### src/rtl/usb_pkg.sv
// Shared definitions for the USB transmit path: bit-stuffer FSM states,
// the stuffing run length and small state-decode helpers.
package usb_pkg;

    // Bit-stuffer FSM states.
    typedef enum logic [2:0] {
        BS_IDLE  = 3'd0,
        BS_RUN   = 3'd1,
        BS_STUFF = 3'd2,
        BS_TAIL  = 3'd3,
        BS_DONE  = 3'd4
    } bs_state_t;

    // Number of consecutive 1s that force an inserted 0.
    localparam int USB_STUFF_LEN = 6;

    // True in the states that emit an inserted 0 and hold the upstream shifter.
    function automatic logic bs_is_stall_state(input bs_state_t st);
        return (st == BS_STUFF) || (st == BS_TAIL);
    endfunction

    // True whenever a packet is in progress.
    function automatic logic bs_is_busy_state(input bs_state_t st);
        return (st != BS_IDLE);
    endfunction

endpackage

### src/rtl/bit_stuffer_counter.sv
// Generic up-counter with synchronous clear (priority) and enable.
// Used by the bit stuffer to track the current run of source 1s.
module counter #(
    parameter int WIDTH = 3
) (
    input  logic             clk,
    input  logic             rst_n,
    input  logic             clr,
    input  logic             en,
    output logic [WIDTH-1:0] cnt
);

    logic [WIDTH-1:0] cnt_q;
    logic [WIDTH-1:0] cnt_d;

    // Next count: clear wins over increment, otherwise hold.
    always_comb begin
        cnt_d = cnt_q;
        if (clr) begin
            cnt_d = '0;
        end else if (en) begin
            cnt_d = cnt_q + WIDTH'(1);
        end else begin
            cnt_d = cnt_q;
        end
    end

    // Count register with asynchronous active-low reset.
    always_ff @(posedge clk or negedge rst_n) begin
        if (!rst_n) begin
            cnt_q <= '0;
        end else begin
            cnt_q <= cnt_d;
        end
    end

    assign cnt = cnt_q;

endmodule

### src/rtl/bit_stuffer.sv
// USB transmit bit stuffer. Takes the serialized packet one bit per cycle
// and inserts a 0 after every RUN_LEN consecutive source 1s, stalling the
// upstream shifter for the one cycle in which the inserted bit is emitted.
// A run of 1s that ends exactly on the last packet bit still gets its
// trailing 0 (TAIL state) before completion is signalled.
module bit_stuffer
    import usb_pkg::*;
#(
    parameter int RUN_LEN = USB_STUFF_LEN
) (
    input  logic clk,
    input  logic rst_n,
    input  logic bs_start,
    input  logic s_in,
    input  logic s_valid,
    input  logic bs_end,
    output logic bs_out,
    output logic bs_out_valid,
    output logic bs_stall,
    output logic bs_busy,
    output logic bs_done
);

    // Counter width follows from the run length; not meant to be overridden.
    localparam int CNT_W = $clog2(RUN_LEN + 1);

    bs_state_t        state_q;
    bs_state_t        state_d;
    logic             bs_out_q;
    logic             bs_out_d;
    logic             bs_out_valid_q;
    logic             bs_out_valid_d;
    logic             bs_done_q;
    logic             bs_done_d;
    logic             cnt_clr_s;
    logic             cnt_en_s;
    logic             run_full_s;
    logic [CNT_W-1:0] ones_cnt_s;

    // Ones-run counter: cleared on a source 0, on every inserted 0 and at
    // packet start; incremented on every accepted source 1.
    counter #(
        .WIDTH (CNT_W)
    ) u_ones_cnt (
        .clk   (clk),
        .rst_n (rst_n),
        .clr   (cnt_clr_s),
        .en    (cnt_en_s),
        .cnt   (ones_cnt_s)
    );

    // The bit being accepted completes a run when RUN_LEN-1 ones precede it.
    assign run_full_s = (ones_cnt_s == CNT_W'(RUN_LEN - 1));

    // Next-state, counter control and output-flop decode.
    always_comb begin
        state_d        = state_q;
        bs_out_d       = bs_out_q;
        bs_out_valid_d = 1'b0;
        bs_done_d      = 1'b0;
        cnt_clr_s      = 1'b0;
        cnt_en_s       = 1'b0;
        case (state_q)
            BS_IDLE: begin
                // s_in/s_valid/bs_end are don't-care until the packet starts.
                if (bs_start) begin
                    state_d   = BS_RUN;
                    cnt_clr_s = 1'b1;
                end else begin
                    state_d = BS_IDLE;
                end
            end
            BS_RUN: begin
                if (s_valid) begin
                    bs_out_d       = s_in;
                    bs_out_valid_d = 1'b1;
                    if (s_in) begin
                        cnt_en_s = 1'b1;
                        if (run_full_s) begin
                            state_d = bs_end ? BS_TAIL : BS_STUFF;
                        end else if (bs_end) begin
                            state_d = BS_DONE;
                        end else begin
                            state_d = BS_RUN;
                        end
                    end else begin
                        cnt_clr_s = 1'b1;
                        state_d   = bs_end ? BS_DONE : BS_RUN;
                    end
                end else begin
                    // Gap: count is kept so a run can span idle cycles.
                    state_d = BS_RUN;
                end
            end
            BS_STUFF: begin
                bs_out_d       = 1'b0;
                bs_out_valid_d = 1'b1;
                cnt_clr_s      = 1'b1;
                state_d        = BS_RUN;
            end
            BS_TAIL: begin
                bs_out_d       = 1'b0;
                bs_out_valid_d = 1'b1;
                cnt_clr_s      = 1'b1;
                state_d        = BS_DONE;
            end
            BS_DONE: begin
                // Last output bit is on the wire this cycle; done follows it.
                bs_done_d = 1'b1;
                state_d   = BS_IDLE;
            end
            default: begin
                cnt_clr_s = 1'b1;
                state_d   = BS_IDLE;
            end
        endcase
    end

    // FSM state register.
    always_ff @(posedge clk or negedge rst_n) begin
        if (!rst_n) begin
            state_q <= BS_IDLE;
        end else begin
            state_q <= state_d;
        end
    end

    // Registered serial output, its valid flag and the completion pulse.
    always_ff @(posedge clk or negedge rst_n) begin
        if (!rst_n) begin
            bs_out_q       <= 1'b0;
            bs_out_valid_q <= 1'b0;
            bs_done_q      <= 1'b0;
        end else begin
            bs_out_q       <= bs_out_d;
            bs_out_valid_q <= bs_out_valid_d;
            bs_done_q      <= bs_done_d;
        end
    end

    assign bs_out       = bs_out_q;
    assign bs_out_valid = bs_out_valid_q;
    assign bs_done      = bs_done_q;
    assign bs_stall     = bs_is_stall_state(state_q);
    assign bs_busy      = bs_is_busy_state(state_q);

endmodule
### config.mk
export PLATFORM = sky130hd
export DESIGN_NAME = bit_stuffer
export DESIGN_NICKNAME = d
export VERILOG_FILES = /design/src/rtl/usb_pkg.sv /design/src/rtl/bit_stuffer_counter.sv /design/src/rtl/bit_stuffer.sv
export SDC_FILE = /design/constraint.sdc
export NUM_CORES = 1
export LEC_CHECK = 0
export ABC_AREA = 1
export CORE_AREA = 2 2 39 41
export CTS_CLUSTER_SIZE = 28
export DETAILED_ROUTE_END_ITERATION = 8
export DIE_AREA = 0 0 41 43
export GPL_ROUTABILITY_DRIVEN = 0
export PLACE_DENSITY = 0.66
export RECOVER_POWER = 100
export SLEW_MARGIN = 20
export SYNTH_ARGS = -nofsm -noshare
export SYNTH_HDL_FRONTEND = slang
export SYNTH_SLANG_ARGS = --single-unit
### constraint.sdc
create_clock -name clk -period 1.55 [get_ports clk]
set_clock_uncertainty 0.15 [all_clocks]
set_input_delay 0.155 -clock clk [delete_from_list [all_inputs] [get_ports clk]]
set_output_delay 0.155 -clock clk [all_outputs]
set_load 0.05 [all_outputs]
==> results.yml <==
outcome:
  run_status: "complete, no violations"
finish:
  fin_util: 0.4792
  layout_common_cells: "13 x nand2_1, 9 x dfrtp_1, 8 x inv_1, 5 x nand3_1"
  fill_cells: 148
  final_layout_size_suffix_gt1_frac: 0.2692
  final_cell_area_sq_um: 663.1
  layout.nets: 88
  final_common_cell: "nand2_1"
  syn2layout_area_growth_pct: 27.10
  antenna_cells: 0
setup_path:
  cp.required_ns: 1.55
  reg2reg_depth: 7
  path_cells: "ha_1 -> nand2_1 -> ha_1 -> nand2_1 -> inv_1 -> o21ai_1 -> nand3_1"
  r2r_start: "u_ones_cnt.cnt[0]"
  crit_path_max_fanout: 2
  slowest_delay_ns: 0.39
  critical_path.startpoint_type: "flop"
  reg2reg_slack_ns: 0.09
  worstSetupPathType: "reg2reg"
  end_kind: "flop"
  cp.arrival_ns: 1.46
  path_buf_inv: 1
  critPathTopFamily: "adder cells"
  r2r-end: "state_q[0]"
  cp_slowest_cell: "dfrtp_1"
yosys:
  synthFlopType: "dfrtp_1"
  ys_top_cells_by_area: "dfrtp_1 43%, nand2_1 8.6%, ha_1 7.2%"
  syn-num-nets: 71
  yosys_warnings: 0
  ys_seq_area_frac: 0.4317
  synthCells: 62
  synth-seq-cells: 9
  synth.distinct_cells: 18
  synth_top_area_share: 0.4317
  synth_edf_count: 0
  yosysTopAreaCell: "dfrtp_1"
  netlist_area_sq_um: 521.8
  avgSynthCellArea_sq_um: 8.415
  postSynth.asyncResetShare: 1.000
sta:
  worst_pin_slew_ns: 0.4132
  max_clock_freq_mhz: 684.2
  slew_violations: 0
  setup_tns_ns: 0
  finalCriticalPeriod_ns: 1.462
  setup_ws_ns: 0.08833
  relSlewSlack: 0.7236
  final_hold_viol_count: 0
  finalCritPeriodShare: 0.9430
  rsz0062_at_grt: "true"
  setup_viol_count_final: 0
floorplanning:
  die_h_microns: 43
  coreArea_sq_mm: 0.001384
  io_pins: 11
  die_area_sq_mm: 0.001763
  die_x_microns: 41
  initial_core_util: 0.3770
  rows: 14
routing:
  drcViolationCount: 0
  wl_per_cell_microns: 10.17
  drt_iter0_markers: 9
  totalWireLength_microns: 956
  vias_per_cell: 4.936
  ant_nets: 0
  wl_met1_microns: 438
  routed.top_layer: "met4"
  first_pass_iters: 3
  num_vias: 464
  wl_met3_microns: 46
  met2_length_microns: 429
grt:
  grtUsageTotal: 0.1507
  antenna_found_initial: 0
  grt_pass1_vias: 403
  grt_max_degree: 10
  grt_first_pass_wirelength_microns: 1690
  overflow: 0
power:
  peakVddDrop_uv: 553.7
  p_per_area_mw_per_mm2: 1607
  p_leak_uw: 0.0003439
place:
  place_area_sq_um: 669.4
  portBuffers: 10
  dp_slack_ns: 0.05362
  dp_hpwl_microns: 782.9
cts:
  clk_pin_slew_ns: 0.06
  clk_latency_ns: 0.26
  cts_root_buf: "clkbuf_4"
  cts_made_buffers: 3
  clock-sinks: 9
  cts.htree.levels: 1
  cts_tree: "done"
  cts.path.max_buffers: 2
job:
  drv_cap: 0
worst_hold_path:
  worstHoldPathType: "in2async"
area by class of cell:
| type | count | area [sq um] | share of cell area |
|---|---|---|---|
| inverter | 11 | 41.29 | 0.06226 |
| multi-input combinational | 42 | 242.7 | 0.3660 |
| clock buffer | 4 | 26.28 | 0.03962 |
| timing repair buffer | 12 | 107.6 | 0.1623 |
| tap | 16 | 20.02 | 0.03019 |
| sequential | 9 | 225.2 | 0.3396 |
power breakdown:
group / total, uW / switching, uW / internal, uW
Clock: 187 / 87.0 / 99.6
Sequential: 352 / 56.3 / 296
Combinational: 527 / 331 / 196
metrics by stage:
stage,hold WS (ns),total power [uW],std cells
finish,0.1043,1066,94
global route,0.1388,1150,94
floorplan,-0.2906,726.9,62
detailed placement,0.3365,928.1,90
global placement,0.3328,919.7,90
CTS,0.05186,1116,94
cell usage after synthesis (2+ instances only):
cell type	count
o21ai_0	4
nand3_2	2
dfrtp_1	9
inv_2	3
o21ai_1	2
nand2_1	12
nor2_4	2
nand3_1	4
nand2_2	3
ha_1	3
a21oi_2	2
nor2_1	4
inv_1	7
how the worst max path moves through the flow:
| stage | from | endpoint | slack (ns) | cells past startpoint |
|---|---|---|---|---|
| 3_5_place_dp | u_ones_cnt.cnt[0] | state_q[0] | 0.05 | 7 |
| 3_3_place_gp | u_ones_cnt.cnt[0] | state_q[0] | 0.08 | 7 |
| 6_report | u_ones_cnt.cnt[0] | state_q[0] | 0.09 | 7 |
| 2_1_floorplan | state_q[1] | bs_out | 0.05 | 3 |
| 4_1_cts | u_ones_cnt.cnt[0] | state_q[0] | 0.04 | 7 |
| 5_1_grt | u_ones_cnt.cnt[1] | state_q[0] | -0.01 | 8 |
flip-flops by register name (all words and copies together), names as in the netlist:
register        cells
bs_out              1
state_q             3
u_ones_cnt.cnt      3
bs_out_valid        1
bs_done             1
cells by family (layout without fill, tap and decap cells):
logic type | Yosys count | after routing | share of synthesized area
compound gates | 9 | 9 | 0.1007
fa+ha+maj | 3 | 3 | 0.07195
buf+inv | 11 | 27 | 0.07914
flops | 9 | 9 | 0.4317
simple gates | 30 | 30 | 0.3165
per-layer routing:
layer / GRT usage / up-vias
met5: 0 / -
met4: 0.1200 / 0
met3: 0.03141 / 5
met2: 0.1875 / 13
met1: 0.2138 / 210
li1: - / 236
timing repair:
item	in CTS	in global routing
setup endpoints to repair	0	3
buffers inserted	0	0
hold buffers	0	0
resized for setup	0	3
No activity file was read; power rests on OpenSTA's default activity.
